### src/rtl/tlul_txn_limiter_if.sv
// ============================================================================
// Module   : tlul_txn_limiter_if
// Brief    : TL-UL A/D channel bundle with host (master) and device (slave) views.
// Revision : 1.0 - initial release
// ============================================================================
`default_nettype none

interface tlul_txn_limiter_if #(
  parameter int SRC_W = 8
) ();
  logic             a_valid;
  logic [2:0]       a_opcode;
  logic [1:0]       a_size;
  logic [SRC_W-1:0] a_source;
  logic [31:0]      a_address;
  logic [3:0]       a_mask;
  logic [31:0]      a_data;
  logic             a_ready;

  logic             d_valid;
  logic [2:0]       d_opcode;
  logic [1:0]       d_size;
  logic [SRC_W-1:0] d_source;
  logic [31:0]      d_data;
  logic             d_error;
  logic             d_ready;

  modport master (
    output a_valid, a_opcode, a_size, a_source, a_address, a_mask, a_data, d_ready,
    input  a_ready, d_valid, d_opcode, d_size, d_source, d_data, d_error
  );

  modport slave (
    input  a_valid, a_opcode, a_size, a_source, a_address, a_mask, a_data, d_ready,
    output a_ready, d_valid, d_opcode, d_size, d_source, d_data, d_error
  );
endinterface

`default_nettype wire

### src/rtl/tlul_txn_limiter.sv
// ============================================================================
// Module   : tlul_txn_limiter
// Brief    : Caps in-flight TL-UL requests, offers a drain handshake and flags
//            out-of-order or unsolicited D responses with a sticky error.
// Revision : 1.0 - initial release
// ============================================================================
`default_nettype none

module tlul_txn_limiter #(
  parameter  int MAX_OUTSTANDING = 4,
  parameter  int SRC_W           = 8,
  localparam int CNT_W           = $clog2(MAX_OUTSTANDING + 1)
) (
  input  wire logic           clk_i,
  input  wire logic           rst_i,
  tlul_txn_limiter_if.slave   tl_h,
  tlul_txn_limiter_if.master  tl_d,
  input  wire logic           drain_req_i,
  output logic                drained_o,
  output logic                idle_o,
  output logic [CNT_W-1:0]    outstanding_o,
  output logic                err_o
);

  localparam int PTR_W = (MAX_OUTSTANDING > 1) ? $clog2(MAX_OUTSTANDING) : 1;
  localparam logic [CNT_W-1:0] C_MAX_CNT = CNT_W'(MAX_OUTSTANDING);
  localparam logic [PTR_W-1:0] C_MAX_PTR = PTR_W'(MAX_OUTSTANDING - 1);

  typedef enum logic [1:0] {
    ST_ACTIVE   = 2'd0,
    ST_DRAINING = 2'd1,
    ST_DRAINED  = 2'd2
  } state_t;

  state_t           r_state;
  logic             r_drained;
  logic             r_a_pend;
  logic             r_err;
  logic [CNT_W-1:0] r_count;
  logic [PTR_W-1:0] r_wr_ptr;
  logic [PTR_W-1:0] r_rd_ptr;
  logic [SRC_W-1:0] r_src_q [MAX_OUTSTANDING];

  logic w_blk;
  logic w_a_hs;
  logic w_d_hs;
  logic w_underflow;
  logic w_pop;
  logic w_mismatch;

  // Blocking uses registers only, so D activity can never reach a_valid combinationally.
  assign w_blk = ~r_a_pend & ((r_count == C_MAX_CNT) | (r_state != ST_ACTIVE));

  assign tl_d.a_valid   = tl_h.a_valid & ~w_blk;
  assign tl_h.a_ready   = tl_d.a_ready & ~w_blk;
  assign tl_d.a_opcode  = tl_h.a_opcode;
  assign tl_d.a_size    = tl_h.a_size;
  assign tl_d.a_source  = tl_h.a_source;
  assign tl_d.a_address = tl_h.a_address;
  assign tl_d.a_mask    = tl_h.a_mask;
  assign tl_d.a_data    = tl_h.a_data;

  assign tl_h.d_valid   = tl_d.d_valid;
  assign tl_h.d_opcode  = tl_d.d_opcode;
  assign tl_h.d_size    = tl_d.d_size;
  assign tl_h.d_source  = tl_d.d_source;
  assign tl_h.d_data    = tl_d.d_data;
  assign tl_h.d_error   = tl_d.d_error;
  assign tl_d.d_ready   = tl_h.d_ready;

  assign w_a_hs      = tl_d.a_valid & tl_d.a_ready;
  assign w_d_hs      = tl_h.d_valid & tl_h.d_ready;
  assign w_underflow = w_d_hs & (r_count == '0);
  assign w_pop       = w_d_hs & ~w_underflow;
  assign w_mismatch  = w_pop & (tl_d.d_source != r_src_q[r_rd_ptr]);

  always_ff @(posedge clk_i or posedge rst_i) begin
    if (rst_i) begin
      r_count  <= '0;
      r_wr_ptr <= '0;
      r_rd_ptr <= '0;
      r_a_pend <= 1'b0;
      r_err    <= 1'b0;
    end else begin
      case ({w_a_hs, w_pop})
        2'b10:   r_count <= r_count + CNT_W'(1);
        2'b01:   r_count <= r_count - CNT_W'(1);
        default: r_count <= r_count;
      endcase
      if (w_a_hs) begin
        r_wr_ptr <= (r_wr_ptr == C_MAX_PTR) ? '0 : r_wr_ptr + PTR_W'(1);
      end
      if (w_pop) begin
        r_rd_ptr <= (r_rd_ptr == C_MAX_PTR) ? '0 : r_rd_ptr + PTR_W'(1);
      end
      if (w_a_hs) begin
        r_a_pend <= 1'b0;
      end else if (tl_d.a_valid & ~tl_d.a_ready) begin
        r_a_pend <= 1'b1;
      end
      if (w_underflow | w_mismatch) begin
        r_err <= 1'b1;
      end
    end
  end

  always_ff @(posedge clk_i) begin
    if (w_a_hs) begin
      r_src_q[r_wr_ptr] <= tl_d.a_source;
    end
  end

  always_ff @(posedge clk_i or posedge rst_i) begin
    if (rst_i) begin
      r_state   <= ST_ACTIVE;
      r_drained <= 1'b0;
    end else begin
      case (r_state)
        ST_ACTIVE: begin
          if (drain_req_i) begin
            r_state <= ST_DRAINING;
          end
          r_drained <= 1'b0;
        end
        ST_DRAINING: begin
          if (!drain_req_i) begin
            r_state   <= ST_ACTIVE;
            r_drained <= 1'b0;
          end else if ((r_count == '0) && !r_a_pend) begin
            r_state   <= ST_DRAINED;
            r_drained <= 1'b1;
          end else begin
            r_drained <= 1'b0;
          end
        end
        ST_DRAINED: begin
          if (!drain_req_i) begin
            r_state   <= ST_ACTIVE;
            r_drained <= 1'b0;
          end else begin
            r_drained <= 1'b1;
          end
        end
        default: begin
          r_state   <= ST_ACTIVE;
          r_drained <= 1'b0;
        end
      endcase
    end
  end

  assign drained_o     = r_drained;
  assign idle_o        = (r_count == '0);
  assign outstanding_o = r_count;
  assign err_o         = r_err;

endmodule

`default_nettype wire

### src/flat_wrapper.sv
// flat-port wrapper written by rule: the top's interface ports become plain ports
module tlul_txn_limiter_flat 
#(
  parameter  int MAX_OUTSTANDING = 4,
  parameter  int SRC_W           = 8,
  localparam int CNT_W           = $clog2(MAX_OUTSTANDING + 1)
)
  (clk_i, rst_i, drain_req_i, drained_o, idle_o, outstanding_o, err_o, tl_h_a_valid, tl_h_a_opcode, tl_h_a_size, tl_h_a_source, tl_h_a_address, tl_h_a_mask, tl_h_a_data, tl_h_d_ready, tl_h_a_ready, tl_h_d_valid, tl_h_d_opcode, tl_h_d_size, tl_h_d_source, tl_h_d_data, tl_h_d_error, tl_d_a_valid, tl_d_a_opcode, tl_d_a_size, tl_d_a_source, tl_d_a_address, tl_d_a_mask, tl_d_a_data, tl_d_d_ready, tl_d_a_ready, tl_d_d_valid, tl_d_d_opcode, tl_d_d_size, tl_d_d_source, tl_d_d_data, tl_d_d_error);
  tlul_txn_limiter_if #(.SRC_W(SRC_W)) tl_h_i ();
  tlul_txn_limiter_if #(.SRC_W(SRC_W)) tl_d_i ();
  input  wire logic clk_i;
  input  wire logic rst_i;
  input  wire logic drain_req_i;
  output logic drained_o;
  output logic idle_o;
  output logic [CNT_W-1:0] outstanding_o;
  output logic err_o;
  input wire logic [$bits(tl_h_i.a_valid)-1:0] tl_h_a_valid;
  input wire logic [$bits(tl_h_i.a_opcode)-1:0] tl_h_a_opcode;
  input wire logic [$bits(tl_h_i.a_size)-1:0] tl_h_a_size;
  input wire logic [$bits(tl_h_i.a_source)-1:0] tl_h_a_source;
  input wire logic [$bits(tl_h_i.a_address)-1:0] tl_h_a_address;
  input wire logic [$bits(tl_h_i.a_mask)-1:0] tl_h_a_mask;
  input wire logic [$bits(tl_h_i.a_data)-1:0] tl_h_a_data;
  input wire logic [$bits(tl_h_i.d_ready)-1:0] tl_h_d_ready;
  output wire logic [$bits(tl_h_i.a_ready)-1:0] tl_h_a_ready;
  output wire logic [$bits(tl_h_i.d_valid)-1:0] tl_h_d_valid;
  output wire logic [$bits(tl_h_i.d_opcode)-1:0] tl_h_d_opcode;
  output wire logic [$bits(tl_h_i.d_size)-1:0] tl_h_d_size;
  output wire logic [$bits(tl_h_i.d_source)-1:0] tl_h_d_source;
  output wire logic [$bits(tl_h_i.d_data)-1:0] tl_h_d_data;
  output wire logic [$bits(tl_h_i.d_error)-1:0] tl_h_d_error;
  output wire logic [$bits(tl_d_i.a_valid)-1:0] tl_d_a_valid;
  output wire logic [$bits(tl_d_i.a_opcode)-1:0] tl_d_a_opcode;
  output wire logic [$bits(tl_d_i.a_size)-1:0] tl_d_a_size;
  output wire logic [$bits(tl_d_i.a_source)-1:0] tl_d_a_source;
  output wire logic [$bits(tl_d_i.a_address)-1:0] tl_d_a_address;
  output wire logic [$bits(tl_d_i.a_mask)-1:0] tl_d_a_mask;
  output wire logic [$bits(tl_d_i.a_data)-1:0] tl_d_a_data;
  output wire logic [$bits(tl_d_i.d_ready)-1:0] tl_d_d_ready;
  input wire logic [$bits(tl_d_i.a_ready)-1:0] tl_d_a_ready;
  input wire logic [$bits(tl_d_i.d_valid)-1:0] tl_d_d_valid;
  input wire logic [$bits(tl_d_i.d_opcode)-1:0] tl_d_d_opcode;
  input wire logic [$bits(tl_d_i.d_size)-1:0] tl_d_d_size;
  input wire logic [$bits(tl_d_i.d_source)-1:0] tl_d_d_source;
  input wire logic [$bits(tl_d_i.d_data)-1:0] tl_d_d_data;
  input wire logic [$bits(tl_d_i.d_error)-1:0] tl_d_d_error;
  assign tl_h_i.a_valid = tl_h_a_valid;
  assign tl_h_i.a_opcode = tl_h_a_opcode;
  assign tl_h_i.a_size = tl_h_a_size;
  assign tl_h_i.a_source = tl_h_a_source;
  assign tl_h_i.a_address = tl_h_a_address;
  assign tl_h_i.a_mask = tl_h_a_mask;
  assign tl_h_i.a_data = tl_h_a_data;
  assign tl_h_i.d_ready = tl_h_d_ready;
  assign tl_h_a_ready = tl_h_i.a_ready;
  assign tl_h_d_valid = tl_h_i.d_valid;
  assign tl_h_d_opcode = tl_h_i.d_opcode;
  assign tl_h_d_size = tl_h_i.d_size;
  assign tl_h_d_source = tl_h_i.d_source;
  assign tl_h_d_data = tl_h_i.d_data;
  assign tl_h_d_error = tl_h_i.d_error;
  assign tl_d_a_valid = tl_d_i.a_valid;
  assign tl_d_a_opcode = tl_d_i.a_opcode;
  assign tl_d_a_size = tl_d_i.a_size;
  assign tl_d_a_source = tl_d_i.a_source;
  assign tl_d_a_address = tl_d_i.a_address;
  assign tl_d_a_mask = tl_d_i.a_mask;
  assign tl_d_a_data = tl_d_i.a_data;
  assign tl_d_d_ready = tl_d_i.d_ready;
  assign tl_d_i.a_ready = tl_d_a_ready;
  assign tl_d_i.d_valid = tl_d_d_valid;
  assign tl_d_i.d_opcode = tl_d_d_opcode;
  assign tl_d_i.d_size = tl_d_d_size;
  assign tl_d_i.d_source = tl_d_d_source;
  assign tl_d_i.d_data = tl_d_d_data;
  assign tl_d_i.d_error = tl_d_d_error;
  tlul_txn_limiter #(.MAX_OUTSTANDING(MAX_OUTSTANDING), .SRC_W(SRC_W)) u_core (.clk_i(clk_i), .rst_i(rst_i), .tl_h(tl_h_i), .tl_d(tl_d_i), .drain_req_i(drain_req_i), .drained_o(drained_o), .idle_o(idle_o), .outstanding_o(outstanding_o), .err_o(err_o));
endmodule
### config.mk
export PLATFORM = sky130hd
export DESIGN_NAME = tlul_txn_limiter_flat
export DESIGN_NICKNAME = d
export VERILOG_FILES = /design/src/rtl/tlul_txn_limiter_if.sv /design/src/rtl/tlul_txn_limiter.sv /design/src/flat_wrapper.sv
export SDC_FILE = /design/constraint.sdc
export NUM_CORES = 1
export LEC_CHECK = 0
export ABC_AREA = 1
export CAP_MARGIN = 20
export CORE_ASPECT_RATIO = 2
export CORE_UTILIZATION = 25
export CTS_BUF_LIST = sky130_fd_sc_hd__clkbuf_8
export DETAILED_ROUTE_END_ITERATION = 12
export PLACE_DENSITY = 0.66
export SLEW_MARGIN = 20
export SYNTH_ARGS = -nofsm -noshare
export SYNTH_HDL_FRONTEND = slang
export SYNTH_SLANG_ARGS = --single-unit
### constraint.sdc
create_clock -name clk_i -period 2.8 [get_ports clk_i]
set_clock_uncertainty 0.05 [all_clocks]
set_input_delay 0.42 -clock clk_i [delete_from_list [all_inputs] [get_ports clk_i]]
set_output_delay 0.42 -clock clk_i [all_outputs]
set_load 0.01 [all_outputs]
==> impl_metrics.prom <==
# TYPE chip_impl_metric gauge
chip_impl_metric{name="number_of_antenna_violations_at_the_first_check_in_global_routing",unit=""} 0
chip_impl_metric{name="cts_buffers",unit=""} 5
chip_impl_metric{name="share_clk_of_total_power",unit=""} 0.200
chip_impl_metric{name="total_leakage_power",unit="nW"} 1.217
chip_impl_metric{name="core",unit="um^2"} 12200
chip_impl_metric{name="fp.dieW",unit="um"} 81.41
chip_impl_metric{name="postCtsSetupRepairBufs",unit=""} 0
chip_impl_metric{name="period_share",unit=""} 0.8693
chip_impl_metric{name="maxSlewHeadroom",unit=""} 0.6536
chip_impl_info{name="run_status",value="finished clean"} 1
chip_impl_metric{name="number_of_distinct_standard_cells_referenced_by_the_synthesized_netlist",unit=""} 29
chip_impl_metric{name="cp_data_required_time",unit="ps"} 2960
chip_impl_metric{name="worst_case_setup_margin_in_the_final_layout",unit="ps"} 366.0
chip_impl_metric{name="crit_path_max_fanout",unit=""} 6
chip_impl_metric{name="final_layout_fill_cell_count",unit=""} 1303
chip_impl_metric{name="drt-pass1-iter-count",unit=""} 4
chip_impl_metric{name="worst_skew_pair.late_latency",unit="ps"} 300
chip_impl_metric{name="power.ir.vdd_worst",unit="V"} 0.0005894
chip_impl_metric{name="htree_num_levels",unit=""} 2
chip_impl_info{name="critPathKind",value="flop to flop"} 1
chip_impl_metric{name="setup_viol",unit=""} 0
chip_impl_metric{name="post-route-min-period",unit="ps"} 2434
chip_impl_metric{name="clkSlewWorstSetupHoldPaths",unit="ps"} 80
chip_impl_metric{name="post_synth_instance_area",unit="um^2"} 3153
chip_impl_metric{name="register_area",unit="um^2"} 1261
chip_impl_metric{name="dpl.hpwl",unit="mm"} 10.92
chip_impl_metric{name="wire_length_of_the_first_global_routing_pass",unit="mm"} 15.28
chip_impl_info{name="grt_most_used_layer",value="met3"} 1
chip_impl_metric{name="die_area",unit="um^2"} 13090
chip_impl_metric{name="drt-vias-per-instance",unit=""} 4.374
chip_impl_info{name="layout_common_cells",value="sky130_fd_sc_hd__nand2_1, sky130_fd_sc_hd__clkdlybuf4s50_1, sky130_fd_sc_hd__edfxtp_1"} 1
chip_impl_metric{name="initial_utilization",unit=""} 0.2585
chip_impl_metric{name="timing.setup.tns",unit="ps"} 0
chip_impl_metric{name="cts.repair.resized",unit=""} 0
chip_impl_metric{name="postSynthAreaPerCell",unit="um^2"} 9.219
chip_impl_metric{name="via_count",unit=""} 1824
chip_impl_metric{name="multi_input_comb_area",unit="um^2"} 737.0
chip_impl_metric{name="cts_max_path_buffers",unit=""} 2
chip_impl_metric{name="clock.fmax",unit="MHz"} 410.9
chip_impl_metric{name="fp-row-count",unit=""} 57
chip_impl_metric{name="synthesis.instances",unit=""} 342
chip_impl_metric{name="preCtsSetupSlack",unit="ps"} 350.0
chip_impl_metric{name="grt_use_met2",unit=""} 0.2716
chip_impl_metric{name="ctsHoldBuffers",unit=""} 0
chip_impl_metric{name="seq_area_frac_synth",unit=""} 0.4000
chip_impl_metric{name="max_slew.worst_pin.slew",unit="ps"} 519.0
chip_impl_info{name="yosys.area.top_type",value="sky130_fd_sc_hd__buf_4"} 1
chip_impl_metric{name="global_route_met1_usage",unit=""} 0.07128
chip_impl_metric{name="layout.cell_area.non_filler",unit="um^2"} 2938
chip_impl_metric{name="grt_start_max_net_pins",unit=""} 18
chip_impl_metric{name="drt.antenna.violating_nets",unit=""} 0
chip_impl_metric{name="buffer_ports.inserted",unit=""} 48
chip_impl_metric{name="final_nets",unit=""} 414
chip_impl_metric{name="drtIter0Drc",unit=""} 53
chip_impl_metric{name="power.switching_fraction",unit=""} 0.3799
chip_impl_info{name="endpoint_kind_of_the_worst_setup_timing_path",value="flop"} 1
chip_impl_metric{name="syn2layout_area_growth",unit="%"} -6.825
chip_impl_info{name="cts_tree",value="built"} 1
chip_impl_info{name="synthTopCellsByArea",value="sky130_fd_sc_hd__buf_4, sky130_fd_sc_hd__edfxtp_1, sky130_fd_sc_hd__dfrtp_1"} 1
chip_impl_metric{name="switchingPower",unit="mW"} 0.8928
chip_impl_metric{name="power_frac_comb",unit=""} 0.398
chip_impl_metric{name="grt_use_met3",unit=""} 0.2756
chip_impl_metric{name="max-cap-violations",unit=""} 0
chip_impl_info{name="rsz0062_at_grt",value="no"} 1
chip_impl_metric{name="power_report.internal_total",unit="mW"} 1.457
chip_impl_metric{name="io-pin-count",unit=""} 271
chip_impl_info{name="clock_tree.root_cell",value="sky130_fd_sc_hd__clkbuf_8"} 1
chip_impl_metric{name="grt_pass1_vias",unit=""} 1911
chip_impl_info{name="hold_path_class",value="flop to flop"} 1
chip_impl_metric{name="worst-endpoint-arrival",unit="ps"} 2590
chip_impl_info{name="layout.cells.most_common",value="sky130_fd_sc_hd__nand2_1"} 1
chip_impl_metric{name="layout-drive-gt1-share",unit=""} 0.08889
chip_impl_info{name="critPathLaunchType",value="flop"} 1
chip_impl_metric{name="synth.top_cell.area_share",unit=""} 0.3071
chip_impl_metric{name="maxSlewViolCount",unit=""} 0
chip_impl_metric{name="diodes",unit=""} 0
chip_impl_metric{name="place_area",unit="um^2"} 2830
chip_impl_metric{name="clkSinkCount",unit=""} 44
chip_impl_metric{name="drt-total-wl",unit="mm"} 12.03
chip_impl_metric{name="power_per_cell_area",unit="nW/um^2"} 799.9
chip_impl_metric{name="total_routing_usage_reported_by_global_routing",unit=""} 0.1829
chip_impl_metric{name="synth.net_count",unit=""} 487
chip_impl_metric{name="die_h",unit="um"} 160.8
chip_impl_metric{name="place.gp.congestion",unit=""} 0.8852
chip_impl_metric{name="detail_route.wl_per_cell",unit="um"} 28.84
chip_impl_metric{name="synth.ff_latch_count",unit=""} 44
chip_impl_metric{name="sequentialPowerShare",unit=""} 0.402
chip_impl_metric{name="grt_overflow",unit=""} 0
chip_impl_metric{name="number_of_warnings_printed_during_yosys_synthesis",unit=""} 0
chip_impl_metric{name="remaining_drc_errors",unit=""} 0
chip_impl_metric{name="final_hold_viol_count",unit=""} 0
## final cells by class
class / instances / area share
flip-flops and latches: 44 / 0.4293
multi-input cells: 133 / 0.2509
repair buffers: 53 / 0.1763
well taps: 147 / 0.06261
inverters: 32 / 0.04429
clock buffers: 5 / 0.02342
clock inverters: 3 / 0.01320
## cells by family (layout without fill, tap and decap cells)
| logic type | Yosys count | after routing | share of synthesized area |
|---|---|---|---|
| fa+ha+maj | 11 | 11 | 0.04603 |
| compound gates | 15 | 15 | 0.02818 |
| simple gates | 105 | 105 | 0.1540 |
| flops | 44 | 44 | 0.4000 |
| xor+xnor | 2 | 2 | 0.005557 |
| buf+inv | 165 | 93 | 0.3663 |
## power groups by stage
| stage | registers (mW) | logic [mW] | clock network [mW] |
|---|---|---|---|
| detailed placement | 0.959 | 0.944 | 0 |
| floorplan | 0.907 | 0.875 | 0 |
| global route | 0.961 | 1.05 | 0.501 |
| CTS | 0.946 | 0.950 | 0.480 |
| finish | 0.945 | 0.934 | 0.471 |
| global placement | 0.950 | 0.907 | 0 |
## per-stage QoR
stage                     std cells  utilization  hold slack [ps]  power [mW]
after global routing            417       0.2409            485.0       2.517
after floorplan                 342            -            234.7       1.782
after CTS                       417       0.2409            433.2       2.376
final                           417       0.2409            425.5       2.350
after global placement          409       0.2321            400.5       1.856
after detailed placement        409       0.2321            406.8       1.904
## worst paths after layout
kind | startpoint | endpoint | slack, ps | cells past startpoint
worst max-delay path | u_core.r_state[0]$_DFFE_PP0P_ | u_core.outstanding_o[1]$_DFFE_PP0P_ | 370 | 11
worst min-delay path | u_core.err_o$_DFFE_PP0P_ | u_core.err_o$_DFFE_PP0P_ | 430 | 2
worst max register to register | u_core.r_state[0]$_DFFE_PP0P_ | u_core.outstanding_o[1]$_DFFE_PP0P_ | 370 | 11
worst min register to register | u_core.err_o$_DFFE_PP0P_ | u_core.err_o$_DFFE_PP0P_ | 430 | 2
max in group asynchronous | rst_i | u_core.err_o$_DFFE_PP0P_ | 1880 | 2
min in group asynchronous | rst_i | u_core.outstanding_o[2]$_DFFE_PP0P_ | 470 | 2
## sequential cells by signal, summed over array words and instances, names as in the netlist
signal                cells
u_core.r_a_pend           1
u_core.drained_o          1
u_core.r_state            2
u_core.err_o              1
u_core.outstanding_o      3
u_core.r_rd_ptr           2
u_core.r_wr_ptr           2
u_core.r_src_q           32
## synth_stat cells
library cell and number:
sky130_fd_sc_hd__nor2_1 8, sky130_fd_sc_hd__nor3_4 1, sky130_fd_sc_hd__o31ai_2 1, sky130_fd_sc_hd__xor2_1 1
sky130_fd_sc_hd__nand3_1 23, sky130_fd_sc_hd__a21boi_0 1, sky130_fd_sc_hd__dfrtp_1 12, sky130_fd_sc_hd__inv_1 30
sky130_fd_sc_hd__nand4_1 1, sky130_fd_sc_hd__nor2_2 1, sky130_fd_sc_hd__edfxtp_1 32, sky130_fd_sc_hd__o22ai_1 1
sky130_fd_sc_hd__inv_4 1, sky130_fd_sc_hd__nand2_4 1, sky130_fd_sc_hd__nand2_1 62, sky130_fd_sc_hd__o211ai_1 1
sky130_fd_sc_hd__buf_6 2, sky130_fd_sc_hd__clkbuf_8 1, sky130_fd_sc_hd__nand3b_1 2, sky130_fd_sc_hd__inv_8 1
sky130_fd_sc_hd__ha_1 10, sky130_fd_sc_hd__nand2_2 2, sky130_fd_sc_hd__nand3_2 4, sky130_fd_sc_hd__buf_4 129
sky130_fd_sc_hd__buf_12 1, sky130_fd_sc_hd__xnor2_1 1, sky130_fd_sc_hd__o21ai_0 8, sky130_fd_sc_hd__a21oi_1 3
sky130_fd_sc_hd__fa_1 1
## metal layers
layer	wire length (um)	up-vias
met5	0	-
met4	967	0
met3	4213	102
met2	5103	120
met1	1741	798
li1	-	804
## critical path, cell delays in order, from the launching register on
cell,delay [ps]
sky130_fd_sc_hd__dfrtp_1,390
sky130_fd_sc_hd__inv_1,130
sky130_fd_sc_hd__ha_1,250
sky130_fd_sc_hd__o31ai_2,110
sky130_fd_sc_hd__nand2_1,70
sky130_fd_sc_hd__nand2_1,90
sky130_fd_sc_hd__nor2_2,200
sky130_fd_sc_hd__inv_1,140
sky130_fd_sc_hd__ha_1,190
sky130_fd_sc_hd__inv_1,100
sky130_fd_sc_hd__fa_1,430
sky130_fd_sc_hd__o21ai_0,200
No activity file was read; power rests on OpenSTA's default activity.
